`src/rtl/vga_sink.sv`:
```
// Purpose: VGA receiver that rebuilds pixel coordinates, data-enable and lock status from hsync/vsync/rgb pins.
// Latency: 2 clk from pin to de/x/y/pix_rgb; error pulses 2 clk after the sync edge that completes a measurement.
// Backpressure: none, because the pixel stream is free-running and every clock is consumed.
// Ports: clk, reset_n (async, active low); hsync/vsync/rgb observed pins;
//        de/x/y/pix_rgb active-pixel output; locked; line_len last line length;
//        hs_err/line_err/frame_err one-cycle error pulses; frame_count wrapping frame counter.
module vga_sink #(
  parameter int H_TOTAL     = 832,
  parameter int H_SYNC      = 40,
  parameter int H_START     = 168,
  parameter int H_ACTIVE    = 640,
  parameter int V_TOTAL     = 520,
  parameter int V_START     = 31,
  parameter int V_ACTIVE    = 480,
  parameter int SYNC_LOW    = 1,
  parameter int LOCK_FRAMES = 2
) (
  input  logic        clk,
  input  logic        reset_n,
  input  logic        hsync,
  input  logic        vsync,
  input  logic [2:0]  rgb,
  output logic        de,
  output logic [9:0]  x,
  output logic [9:0]  y,
  output logic [2:0]  pix_rgb,
  output logic        locked,
  output logic [10:0] line_len,
  output logic        hs_err,
  output logic        line_err,
  output logic        frame_err,
  output logic [15:0] frame_count
);

  localparam logic        SYNC_POL = 1'(SYNC_LOW);
  localparam logic [11:0] H_LO     = 12'(H_START);
  localparam logic [11:0] H_HI     = 12'(H_START + H_ACTIVE);
  localparam logic [11:0] H_TOT    = 12'(H_TOTAL);
  localparam logic [10:0] H_SYN    = 11'(H_SYNC);
  localparam logic [10:0] V_LO     = 11'(V_START);
  localparam logic [10:0] V_HI     = 11'(V_START + V_ACTIVE);
  localparam logic [10:0] V_TOT    = 11'(V_TOTAL);
  localparam logic [9:0]  X_OFF    = 10'(H_START);
  localparam logic [9:0]  Y_OFF    = 10'(V_START);
  localparam logic [7:0]  LOCK_N   = 8'(LOCK_FRAMES);

  typedef enum logic [1:0] {SEARCH, ACQUIRE, LOCKED} state_t;

  logic        hs_q, vs_q, hs_prev, vs_prev;
  logic [2:0]  rgb_q;
  logic        hle, vle, fb, hs_fall;
  logic [10:0] hcnt, hcnt_nxt, hs_wid;
  logic [9:0]  vcnt, vcnt_nxt;
  logic        vpend, hs_seen, fb_seen;
  logic [11:0] line_meas;
  logic [10:0] frame_meas;
  logic        hs_bad_s1, line_bad_s1, frame_bad_s1, fb_s1, fb_s2;
  logic        err_seen, any_err;
  state_t      state, state_nxt;
  logic [7:0]  good, good_nxt;
  logic        de_nxt;
  logic [9:0]  x_nxt, y_nxt;

  // Syncs are normalised so 1 always means "asserted".
  assign hle        = hs_q & ~hs_prev;
  assign vle        = vs_q & ~vs_prev;
  // A frame boundary is the first line start at or after a vsync leading edge.
  assign fb         = hle & (vpend | vle);
  assign hs_fall    = ~hs_q & hs_prev & hs_seen;
  assign line_meas  = {1'b0, hcnt} + 12'd1;
  assign frame_meas = {1'b0, vcnt} + 11'd1;
  assign any_err    = hs_err | line_err | frame_err;

  // Coordinates are taken from the counter values that belong to the pixel
  // currently in rgb_q, so de/x/y/pix_rgb leave the output register together.
  assign hcnt_nxt = hle ? 11'd0 : ((hcnt == 11'h7FF) ? hcnt : hcnt + 11'd1);
  assign vcnt_nxt = fb  ? 10'd0 : ((hle && vcnt != 10'h3FF) ? vcnt + 10'd1 : vcnt);
  assign x_nxt    = hcnt_nxt[9:0] - X_OFF;
  assign y_nxt    = vcnt_nxt - Y_OFF;
  assign de_nxt   = (state_nxt == LOCKED) &&
                    ({1'b0, hcnt_nxt} >= H_LO) && ({1'b0, hcnt_nxt} < H_HI) &&
                    ({1'b0, vcnt_nxt} >= V_LO) && ({1'b0, vcnt_nxt} < V_HI);

  always_ff @(posedge clk or negedge reset_n) begin
    if (!reset_n) begin
      hs_q    <= 1'b0;
      vs_q    <= 1'b0;
      hs_prev <= 1'b0;
      vs_prev <= 1'b0;
      rgb_q   <= '0;
    end else begin
      hs_q    <= hsync ^ SYNC_POL;
      vs_q    <= vsync ^ SYNC_POL;
      hs_prev <= hs_q;
      vs_prev <= vs_q;
      rgb_q   <= rgb;
    end
  end

  always_ff @(posedge clk or negedge reset_n) begin
    if (!reset_n) begin
      hcnt        <= '0;
      vcnt        <= '0;
      hs_wid      <= '0;
      hs_seen     <= 1'b0;
      vpend       <= 1'b0;
      fb_seen     <= 1'b0;
      frame_count <= '0;
      line_len    <= '0;
    end else begin
      hcnt <= hcnt_nxt;
      vcnt <= vcnt_nxt;
      if (hle)
        hs_wid <= 11'd1;
      else if (hs_q && hs_wid != 11'h7FF)
        hs_wid <= hs_wid + 11'd1;
      if (hle)
        hs_seen <= 1'b1;
      if (fb)
        vpend <= 1'b0;
      else if (vle)
        vpend <= 1'b1;
      if (fb) begin
        fb_seen     <= 1'b1;
        frame_count <= frame_count + 16'd1;
      end
      // A line that ran into saturation measures 2048, which is clamped to fit.
      if (hle && hs_seen)
        line_len <= line_meas[11] ? 11'h7FF : line_meas[10:0];
    end
  end

  // Two stages: measurement compare, then the registered error pulse.
  always_ff @(posedge clk or negedge reset_n) begin
    if (!reset_n) begin
      hs_bad_s1    <= 1'b0;
      line_bad_s1  <= 1'b0;
      frame_bad_s1 <= 1'b0;
      fb_s1        <= 1'b0;
      hs_err       <= 1'b0;
      line_err     <= 1'b0;
      frame_err    <= 1'b0;
      fb_s2        <= 1'b0;
    end else begin
      hs_bad_s1    <= hs_fall && (hs_wid != H_SYN);
      // 2046 -> 2047 happens only once per run-up, giving a single saturation pulse.
      line_bad_s1  <= (hle && hs_seen && (line_meas != H_TOT)) ||
                      (!hle && hcnt == 11'h7FE);
      frame_bad_s1 <= fb && fb_seen && (frame_meas != V_TOT);
      fb_s1        <= fb;
      hs_err       <= hs_bad_s1;
      line_err     <= line_bad_s1;
      frame_err    <= frame_bad_s1;
      fb_s2        <= fb_s1;
    end
  end

  // The FSM sees the boundary delayed to line up with that boundary's own
  // error pulses, so the closing line/frame measurement counts toward the frame.
  always_comb begin
    state_nxt = state;
    good_nxt  = good;
    case (state)
      SEARCH: begin
        if (fb_s2) begin
          state_nxt = ACQUIRE;
          good_nxt  = '0;
        end
      end
      ACQUIRE: begin
        if (fb_s2) begin
          if (err_seen || any_err) begin
            good_nxt = '0;
          end else begin
            good_nxt = good + 8'd1;
            if ((good + 8'd1) >= LOCK_N)
              state_nxt = LOCKED;
          end
        end
      end
      LOCKED: begin
        if (any_err)
          state_nxt = SEARCH;
      end
      default: state_nxt = SEARCH;
    endcase
  end

  always_ff @(posedge clk or negedge reset_n) begin
    if (!reset_n) begin
      state    <= SEARCH;
      good     <= '0;
      err_seen <= 1'b0;
    end else begin
      state <= state_nxt;
      good  <= good_nxt;
      if (fb_s2)
        err_seen <= 1'b0;
      else if (any_err)
        err_seen <= 1'b1;
    end
  end

  always_ff @(posedge clk or negedge reset_n) begin
    if (!reset_n) begin
      de      <= 1'b0;
      x       <= '0;
      y       <= '0;
      pix_rgb <= '0;
      locked  <= 1'b0;
    end else begin
      de      <= de_nxt;
      x       <= de_nxt ? x_nxt : 10'd0;
      y       <= de_nxt ? y_nxt : 10'd0;
      pix_rgb <= de_nxt ? rgb_q : 3'd0;
      locked  <= (state_nxt == LOCKED);
    end
  end

endmodule

```
`config.mk`:
```
export PLATFORM = sky130hd
export DESIGN_NAME = vga_sink
export DESIGN_NICKNAME = d
export VERILOG_FILES = /design/src/rtl/vga_sink.sv
export SDC_FILE = /design/constraint.sdc
export NUM_CORES = 1
export LEC_CHECK = 0
export BUFFER_PORTS_ARGS = -buffer_cell sky130_fd_sc_hd__buf_4
export CAP_MARGIN = 20
export CORE_ASPECT_RATIO = 0.8
export CORE_MARGIN = 4
export CORE_UTILIZATION = 59
export CTS_BUF_LIST = sky130_fd_sc_hd__clkbuf_4 sky130_fd_sc_hd__clkbuf_8 sky130_fd_sc_hd__clkbuf_16
export CTS_CLUSTER_DIAMETER = 80
export DETAILED_ROUTE_END_ITERATION = 10
export PLACE_DENSITY = 0.88
export SLEW_MARGIN = 15
export SYNTH_ARGS = -nofsm -noshare
export SYNTH_HDL_FRONTEND = slang
export SYNTH_SLANG_ARGS = --single-unit
```
`constraint.sdc`:
```
create_clock -name clk -period 3.8 [get_ports clk]
set_input_delay 1.14 -clock clk [delete_from_list [all_inputs] [get_ports clk]]
set_output_delay 1.14 -clock clk [all_outputs]
set_load 0.05 [all_outputs]
```
Word level (Yosys, flattened, before mapping)
Cells that the tools add are included.
{ "classes": {"bitwise": 13, "div": 0, "shift": 0, "add_sub_neg": 9, "n_mul": 0, "n_eq_ne": 12, "mux": 24, "n_reduce_logical": 21, "order_cmp": 5} }
{ "op_table": {"columns": ["op", "n"], "rows": [
  ["$mux W11", 5],
  ["$mux W10", 4],
  ["$mux W8", 3],
  ["$add A11 B1 Y11 const B", 2],
  ["$eq A11 B11 Y1 const B", 2],
  ["$add A16 B1 Y16 const B", 1],
  ["$pmux W8 S2", 1],
  ["$add A11 B1 Y12 const B", 1],
  ["$logic_and A1 B1 Y1", 12],
  ["$ne A12 B10 Y1 const B", 1],
  ["$add A10 B1 Y11 const B", 1],
  ["$ge A11 B8 Y1 const B", 1],
  ["$lt A11 B10 Y1 const B", 1],
  ["$ne A11 B10 Y1 const B", 1],
  ["$ne A11 B11 Y1 const B", 1],
  ["$ne A11 B6 Y1 const B", 1],
  ["$add A10 B1 Y10 const B", 1],
  ["$ge A10 B5 Y1 const B", 1],
  ["$lt A10 B9 Y1 const B", 1],
  ["$mux W2", 5],
  ["$ne A10 B10 Y1 const B", 1],
  ["$sub A10 B5 Y10 const B", 1],
  ["$sub A10 B8 Y10 const B", 1],
  ["$add A8 B1 Y8 const B", 1],
  ["15 further kinds", 34]
]} }
{ "totals": {"output_inout_bits": 55, "mem_bits_ro": 0, "mem_bits_rw": 0, "inputBits": 7, "register_bits": 113, "memories": 0, "latch_bits": 0, "wordCells": 113} }

Logic depth before layout (Yosys ltp)
Gate-level depths: netlist of run 1.
{ "logic_depth": {"word_depth": 12, "ltp_mapped": 15, "depth_no_buf": 12} }

Least setup slack after synthesis of run 1
OpenSTA, ideal clock, no wires.
{ "synth_timing": {"kind": "register to register", "start": "reg hcnt[0]", "end": "reg y[9]", "stages_incl_launch_ff": 14, "n_path_buf": 2, "synth_period_minus_slack_ns": 2.955, "arrival_time_ns": 2.844, "path_slack_ns": 0.845, "required_time_ns": 3.689, "setup_ns": 0.111, "path_cell_list": "dfrtp_1 ha_1 buf_2 and3_1 buf_2 and3_1 o21ai_0 ha_1 nand2b_1 o21ai_0 o21ai_2 a31oi_4 nand4_4 a2111oi_2"} }
{ "synth_between": {"elab_chain_len": 9, "elab_cells_between_ends": 11, "cone_classes": "add/sub (1); order compare (2); eq/ne (1); mux (3); reduce/logical (4)"} }
{ "synth_rtl": {"columns": ["item", "line_no", "rtl"], "rows": [
  ["start: declaration", "52", "logic [10:0] hcnt, hcnt_nxt, hs_wid;"],
  ["start signal: assignment", "111", "hcnt <= hcnt_nxt;"],
  ["$add A11 B1 Y11 / $eq A11 B11 Y1 (equally long branches)", "76", "assign hcnt_nxt = hle ? 11'd0 : ((hcnt == 11'h7FF) ? hcnt : hcnt + 11'd1);"],
  ["$mux W11 (*) (2 in a row)", "76", null],
  ["$ge A11 B8 Y1", "81", "({1'b0, hcnt_nxt} >= H_LO) && ({1'b0, hcnt_nxt} < H_HI) &&"],
  ["$logic_and A1 B1 Y1", "80", "assign de_nxt = (state_nxt == LOCKED) &&"],
  ["$logic_and A1 B1 Y1 (*) (2 in a row)", "81", null],
  ["$logic_and A1 B1 Y1 (*)", "82", "({1'b0, vcnt_nxt} >= V_LO) && ({1'b0, vcnt_nxt} < V_HI);"],
  ["$mux W10 (*)", "214", "y <= de_nxt ? y_nxt : 10'd0;"],
  ["end signal: assignment", "214", null],
  ["end: declaration", "25", "output logic [9:0] y,"]
]} }
Mark *: on every way between the ends. The rest lies on a longest branch, timed or not.
A chain may end at the register's enable or synchronous reset.

Final worst setup path of run 1
{ "layout_timing": {"start": "reg hcnt[0]", "end": "reg x[1]"} }
{ "layout_between": {"elab_chain_len": 9, "elab_cells_between_ends": 12, "cone_classes": "add/sub (2); order compare (2); eq/ne (1); mux (3); reduce/logical (4)"} }
{ "layout_rtl": {"columns": ["item", "line_no", "rtl"], "rows": [
  ["$add A11 B1 Y11 / $eq A11 B11 Y1 (equally long branches)", "76", null],
  ["$mux W11 (*) (2 in a row)", "76", null],
  ["$ge A11 B8 Y1", "81", null],
  ["$logic_and A1 B1 Y1", "80", null],
  ["$logic_and A1 B1 Y1 (2 in a row)", "81", null],
  ["$logic_and A1 B1 Y1", "82", null],
  ["$mux W10 (*)", "213", "x <= de_nxt ? x_nxt : 10'd0;"],
  ["end signal: assignment", "213", null],
  ["end: declaration", "24", "output logic [9:0] x,"]
]} }
Marked as above.

==> results of run 1 <==
-- sequential cells by signal, indices dropped and copies added, names as in the netlist, 2 cells and up --
register / flops
vcnt: 10
pix_rgb: 3
y: 10
good: 8
hs_wid: 11
state: 2
line_len: 11
hcnt: 11
frame_count: 16
rgb_q: 3
x: 10
-- Yosys cell counts (all sizes together), types with 3 or more instances --
cell type,instances,area share
a211oi,11,0.022
a21o,4,0.0052
a21oi,18,0.016
a31o,3,0.0046
a31oi,9,0.014
a41o,3,0.0052
a41oi,4,0.0074
and2,7,0.0076
and3,15,0.016
and4,6,0.0096
buf,20,0.026
clkbuf,10,0.0065
dfrtp,113,0.49
ha,10,0.022
inv,17,0.011
nand2,38,0.025
nand2b,6,0.0065
nand3,25,0.022
nand4,24,0.032
nor2,53,0.035
nor2b,5,0.0081
nor3,25,0.033
nor3b,7,0.014
nor4,4,0.0044
nor4b,4,0.0061
o211ai,3,0.0048
o21ai,28,0.027
o22ai,4,0.0044
o31ai,4,0.0052
o41ai,3,0.0046
or3,5,0.0072
xnor2,29,0.046
xor2,14,0.021
-- cell type report --
class | instances | area, µm² | area share
tap | 115 | 144 | 0.0210
clock buffer | 19 | 447 | 0.0653
inverter | 18 | 72.6 | 0.0106
sequential | 113 | 2830 | 0.413
clock inverter | 13 | 138 | 0.0201
multi-input combinational | 388 | 2660 | 0.389
timing repair buffer | 72 | 553 | 0.0808
-- power groups by stage --
stage                     sequential [mW]  combinational, mW  clock [mW]
final                                1.41              0.657        1.55
after global placement               1.41              0.631           0
after floorplan                      1.55              0.304           0
after CTS                            1.40              0.652        1.57
after global routing                 1.42              0.702        1.63
after detailed placement             1.42              0.645           0
-- per-layer routing --
layer / vias to the layer above / part of all wire / GRT usage
met3: 24 / 0.081 / 0.0711
met4: 0 / 0.017 / 0.104
met5: - / 0 / 0
met2: 224 / 0.47 / 0.383
li1: 2097 / - / -
met1: 2267 / 0.43 / 0.328
-- per-stage QoR --
stage	worst slack (ps)	cell area (µm²)
2_1_floorplan	845	5740
3_3_place_gp	501	6260
3_5_place_dp	255	6260
4_1_cts	125	6840
5_1_grt	84.9	6840
6_report	229	6840
-- final timing paths --
kind / depth (start not counted) / endpoint / start / slack [ps]
setup / recovery: 12 / x[1] / hcnt[0] / 230
hold reg to reg: 0 / line_err / line_bad_s1 / 350
setup reg to reg: 12 / x[1] / hcnt[0] / 230
max in group asynchronous: 2 / frame_count[0] / reset_n / 2480
hold / removal: 0 / line_err / line_bad_s1 / 350
min in group asynchronous: 1 / line_len[8] / reset_n / 640
-- worst max-delay path, stage by stage, from the launching register on --
cell      delay [ps]
dfrtp_1          470
ha_2             320
and3_1           340
and3_1           310
o21ai_0          230
ha_1             320
nand2b_1         160
o21ai_1          230
o21ai_2          110
a31oi_4          200
nand4_4          260
buf_4            310
nor3b_1          200
-- timing repair --
action	CTS	global route
resized for setup	0	2
setup buffers	0	0
endpoints found under the setup margin	0	14
-- kinds of logic after synthesis --
group	share of synthesized area
and+or+nand+nor	0.233
DFF	0.492
AOI/OAI and AO/OA	0.137
buffers and inverters	0.0451
xor gates and xnor gates	0.0669
adders and majority gates	0.0218
muxes	0.00349
==> metrics.txt, run 1 <==
CTS Hold Bufs=0; initial antenna violation count=0; Final Cycle Share=0.940; setup violators final=0; Overall Global Routing Usage=0.246; Pre-antenna DRT Iters=5; Ant. Diodes=0; Worst Path Required=4120 ps; layout cells sized above 1=0.244; die area=11400 µm²; vias in the first global route=4350; setup tns final=0 ps; clock skew=9.65 ps; CTS Buf Count=17; Die Span X=118 µm; combinational power share=0.182; cell row count=31; commonest non-fill, non-tap cell in the layout=dfrtp_1; RSZ-0062 raised after global routing=no; grt total ovfl=0; Clk pwr share=0.429; final core utilization=0.738; worst-path maximum fanout=13; slew margin rel.=0.572; Layout Nets=627; min-delay worst type=reg2reg; most frequent cells in the layout=dfrtp_1 (113), buf_4 (71), nor2_1 (52); syn nets=566; crit path kind=reg2reg; P_leak=3.06 nW; via/cell ratio=6.25; Yosys cell types=68; Worst-path clk slew=50 ps; largest net degree at the start of global routing=62; Async SR Flop Fraction=1.00; die extent in y=96.3 µm; Synth Flop Type=dfrtp_1; initial core utilization=0.620; number of synthesized register bits=113; Initial DRC Count=321; clk_lat worst skew=420 ps; post-route minimum period=3570 ps; final hold slack=351 ps; final WL=13300 µm; measured slew at the worst slew-check pin=639 ps; syn avg cell area=10.5 µm²; clock buffer depth=2; Post-Syn Area=5740 µm²; H-tree Lvls=4; # fillers=642; Routed Antenna Nets=0; Crit. End Element=register; via count=4612; Seq/Total Area, Yosys=0.492; Wirelength per Cell=18.1 µm; first-pass GRT wire length=22000 µm; I/O pin total=62; Syn. warnings=0; Syn Inst Count=549; core region area=9270 µm²; status=finished clean; Clock Sink Count=113; IO Port Bufs=61; area grow syn2layout=19.1%; placed cells=706; Pint=2.50 mW; DRC Markers=0; worst path arrival time=3890 ps; Switching Share=0.307; switching pwr=1.11 mW; pwr dens=528 nW/µm²; Seq pwr share=0.389; hpwl dp=9130 µm; peak supply drop=0.497 mV; Hold Vio Cnt, Final=0; clock root cell=clkbuf_16; launching element type of the critical path=register; CTS tree=done; max-slew violation count=0; Max Clock Freq=280 MHz; Non-Filler Instances=738; total power=3.61 mW; GPL Wtd Cong=0.956; Post-synth EDFFs=0; max_cap viols=0
(Power assumes the default switching activity.)
==> run 2, diff against run 1 <==
--- a/config.mk
+++ b/config.mk
@@ -5,7 +5,7 @@
 export SDC_FILE = /design/constraint.sdc
 export NUM_CORES = 1
 export LEC_CHECK = 0
-export BUFFER_PORTS_ARGS = -buffer_cell sky130_fd_sc_hd__buf_4
+export BUFFER_PORTS_ARGS = -buffer_cell sky130_fd_sc_hd__clkbuf_2
 export CAP_MARGIN = 20
 export CORE_ASPECT_RATIO = 0.8
 export CORE_MARGIN = 4
==> run 2 against run 1 <==
Against the previous run:
- sequential share of layout area grew 0.23 points
- global-route usage rose by 0.78 points
- power increased by 4.3%
- critical endpoint unchanged
==> metrics.txt, run 2 (synthesis gave the netlist of run 1 again) <==
status=finished clean; pwr dens=554 nW/µm²; crit path kind=reg2reg; final WL=13600 µm; Non-Filler Instances=744; cell row count=31; placed cell areas=6120 µm²; clock root cell=clkbuf_16; final instance area=6810 µm²; Die Span X=118 µm; post-route minimum period=3380 ps; Worst Path Required=4100 ps; worst path arrival time=3680 ps; die extent in y=96.3 µm; Final Cycle Share=0.888; first-pass GRT wire length=22700 µm; Initial DRC Count=463; CP max stage delay=460 ps; H-tree Lvls=4; layout cells sized above 1=0.251; Min-Delay Startpoint=hs_bad_s1; min-delay worst type=reg2reg; Hold Vio Cnt, Final=0; hpwl dp=9270 µm; Pre-antenna DRT Iters=5; Layout Nets=633; CTS Buf Count=17; total power=3.77 mW; slowest cell on the critical path=dfrtp_1; CP startpoint=hcnt[0]; initial antenna violation count=0; P_leak=3.09 nW; setup ws final=424 ps; core region area=9270 µm²; slew margin rel.=0.565; DRC Markers=0; clock buffer depth=2; I/O pin total=62; setup tns final=0 ps; clock skew=6.85 ps; launching element type of the critical path=register; measured slew at the worst slew-check pin=653 ps; initial core utilization=0.620; cells along the critical path=ha_2, and3_1, and3_1, o21ai_0, ha_1, nand2b_1, o21ai_1, o21ai_2, a31oi_4, nand4_4, buf_4, nor3b_1; worst r2r src=hcnt[0]; most frequent cells in the layout=dfrtp_1 (113), clkbuf_2 (60), nor2_1 (52); Crit. End Element=register; placed cells=708; CTS tree=done; largest net degree at the start of global routing=62; setup violators final=0; Worst-path clk slew=50 ps; clk_lat worst skew=400 ps; Routed Antenna Nets=0; commonest non-fill, non-tap cell in the layout=dfrtp_1; Crit path top cell by count=and3_1; Overall Global Routing Usage=0.254; # fillers=631; worst slack, placed=256 ps; die area=11400 µm²; Wirelength per Cell=18.2 µm; via count=4645; Max Clock Freq=296 MHz; via/cell ratio=6.24; max reg flops=16; area grow syn2layout=18.5%; peak supply drop=0.517 mV; GPL Wtd Cong=0.987; Biggest register=frame_count; max_cap viols=0; Clock Sink Count=113; worst-path maximum fanout=8; vias in the first global route=4371; max-slew violation count=0; Ant. Diodes=0; RSZ-0062 raised after global routing=no; IO Port Bufs=61; grt total ovfl=0
[run 2: layout make-up]
class                      instances  area, µm²  share of cell area
sequential                       113       2830               0.415
multi-input combinational        388       2660               0.391
clock buffer                      21        468              0.0688
timing repair buffer              78        448              0.0658
clock inverter                    11        184              0.0270
tap                              115        144              0.0211
inverter                          18       72.6              0.0107
[run 2: timing repair]
action                                 CTS  global route
endpoints found under the hold margin    0             0
resized for setup                        0             2
hold buffers                             0             0
buffers inserted                         0             4
setup endpoints to repair                0            17
[run 2: power breakdown]
part	total, mW	switching [mW]	internal, mW
clock	1.74	0.532	1.21
combinational	0.628	0.440	0.188
sequential	1.40	0.102	1.30
[run 2: per-layer routing]
metal / global-route usage / vias up / routed length [µm]
met5: 0 / - / 0
met4: 0.0839 / 0 / 311
met3: 0.0770 / 32 / 1090
met2: 0.392 / 212 / 6430
met1: 0.347 / 2284 / 5740
li1: - / 2117 / -
[run 2: critical path: cells and delay by family, from the launching register on]
| family | cells | cell delay [ps] |
|---|---|---|
| simple gates | 5 | 1180 |
| compound gates | 4 | 800 |
| fa+ha+maj | 2 | 620 |
| flops | 1 | 460 |
| buf+inv | 1 | 220 |
[run 2: path summary, 6_finish.rpt]
| path | end | slack [ps] | cells after the start |
|---|---|---|---|
| min | hs_err | 350 | 0 |
| min in group asynchronous | line_len[9] | 770 | 1 |
| min reg2reg | hs_err | 350 | 0 |
| max | x[1] | 420 | 12 |
| max in group asynchronous | hs_wid[10] | 2280 | 2 |
| max reg2reg | x[1] | 420 | 12 |
[run 2: stage by stage]
stage	util	hold WS, ps
after floorplan	-	331
after global placement	0.660	333
after detailed placement	0.660	335
after CTS	0.731	347
after global routing	0.734	364
final	0.734	345
==> run 3, diff against run 2 <==
--- a/config.mk
+++ b/config.mk
@@ -13,6 +13,7 @@
 export CTS_BUF_LIST = sky130_fd_sc_hd__clkbuf_4 sky130_fd_sc_hd__clkbuf_8 sky130_fd_sc_hd__clkbuf_16
 export CTS_CLUSTER_DIAMETER = 80
 export DETAILED_ROUTE_END_ITERATION = 10
+export MAX_ROUTING_LAYER = met4
 export PLACE_DENSITY = 0.88
 export SLEW_MARGIN = 15
 export SYNTH_ARGS = -nofsm -noshare
==> run 3 against run 2 <==
Against the previous run:
- sequential power is essentially flat
- largest cell class unchanged
- die area did not move
- global-route usage decreased by 0.085 points
- first-iteration DRC count down 18%
- clock power is 10% lower
- fmax decreased by 1.9%
- critical endpoint is now y[1]
- worst setup slack worse by 66 ps
- power shrank 5.0%
- register-to-register slack worse by 70 ps
==> metrics.txt, run 3 (synthesis gave the netlist of run 1 again) <==
CTS tree=done; Die Span X=118 µm; final WL=13200 µm; Overall Global Routing Usage=0.253; Ant. Diodes=0; Routed Antenna Nets=0; Biggest register=frame_count; die area=11400 µm²; vias in the first global route=4406; core region area=9270 µm²; P_leak=3.02 nW; final hold slack=350 ps; die extent in y=96.3 µm; Clock Sink Count=113; Final Cycle Share=0.906; Layout Nets=629; most frequent cells in the layout=dfrtp_1 (113), clkbuf_2 (60), nor2_1 (52); RSZ-0062 raised after global routing=no; cell row count=31; Crit. End Element=register; via count=4511; Worst-path clk slew=60 ps; initial core utilization=0.620; layout cells sized above 1=0.246; worst slack, placed=292 ps; initial antenna violation count=0; min-delay worst type=reg2reg; max reg flops=16; worst path arrival time=3780 ps; max_cap viols=0; hpwl dp=8950 µm; post-route minimum period=3440 ps; total power=3.58 mW; measured slew at the worst slew-check pin=650 ps; Hold Vio Cnt, Final=0; Wirelength per Cell=17.8 µm; GPL Wtd Cong=0.933; IO Port Bufs=61; Initial DRC Count=378; setup violators final=0; peak supply drop=0.477 mV; commonest non-fill, non-tap cell in the layout=dfrtp_1; Non-Filler Instances=740; placed cell areas=6120 µm²; worst-path maximum fanout=15; final core utilization=0.724; Max Clock Freq=291 MHz; placed cells=708; Pre-antenna DRT Iters=5; clock skew=8.89 ps; largest net degree at the start of global routing=114; final instance area=6710 µm²; crit path kind=reg2reg; H-tree Lvls=4; pwr dens=534 nW/µm²; setup ws final=358 ps; slew margin rel.=0.564; clock buffer depth=2; setup tns final=0 ps; launching element type of the critical path=register; max-slew violation count=0; clock root cell=clkbuf_16; area grow syn2layout=16.8%; I/O pin total=62; CTS Hold Bufs=0; CTS Buf Count=17; DRC Markers=0; first-pass GRT wire length=22100 µm; grt total ovfl=0; clk_lat worst skew=420 ps; via/cell ratio=6.10; Worst Path Required=4140 ps; status=finished clean
-- run 3: timing repair --
item                       in CTS  in global routing
resized for setup               0                  2
setup buffers                   0                  0
setup endpoints to repair       0                 11
-- run 3: path summary, 6_finish.rpt --
kind	slack (ps)	cells after the start	start	end
hold / removal	350	0	hs_bad_s1	hs_err
hold reg to reg	350	0	hs_bad_s1	hs_err
max in group asynchronous	2580	2	reset_n	frame_count[2]
setup reg to reg	360	12	hcnt[0]	y[1]
min in group asynchronous	800	2	reset_n	line_len[9]
setup / recovery	360	12	hcnt[0]	y[1]
-- run 3: metal layers --
metal	GRT usage	part of all wire	routed length [µm]	up-vias
li1	-	-	-	2108
met1	0.327	0.44	5780	2179
met2	0.392	0.47	6240	195
met3	0.0740	0.070	927	29
met4	0.0780	0.016	216	0
met5	-	0	0	-
-- run 3: area by class of cell --
cell class / instances / area, µm²
flip-flops and latches: 113 / 2830
multi-input cells: 388 / 2660
clock inverters: 15 / 161
inverters: 18 / 72.6
fillers: 677 / 2560
well taps: 115 / 144
clock buffers: 17 / 425
repair buffers: 74 / 418
-- run 3: critical path, stage by stage, from the launching register on --
cell      delay [ps]
dfrtp_1          480
ha_2             320
and3_1           330
and3_1           280
o21ai_0          200
ha_1             310
nand2b_1         150
o21ai_1          220
o21ai_2          110
a31oi_4          200
nand4_4          290
buf_4            290
nor3b_2          180
-- run 3: report_power, final --
part	internal, mW	leakage (nW)	switching, mW	total [mW]
combinational	0.187	1.25	0.436	0.622
clock	0.968	0.276	0.590	1.56
sequential	1.30	1.50	0.102	1.40
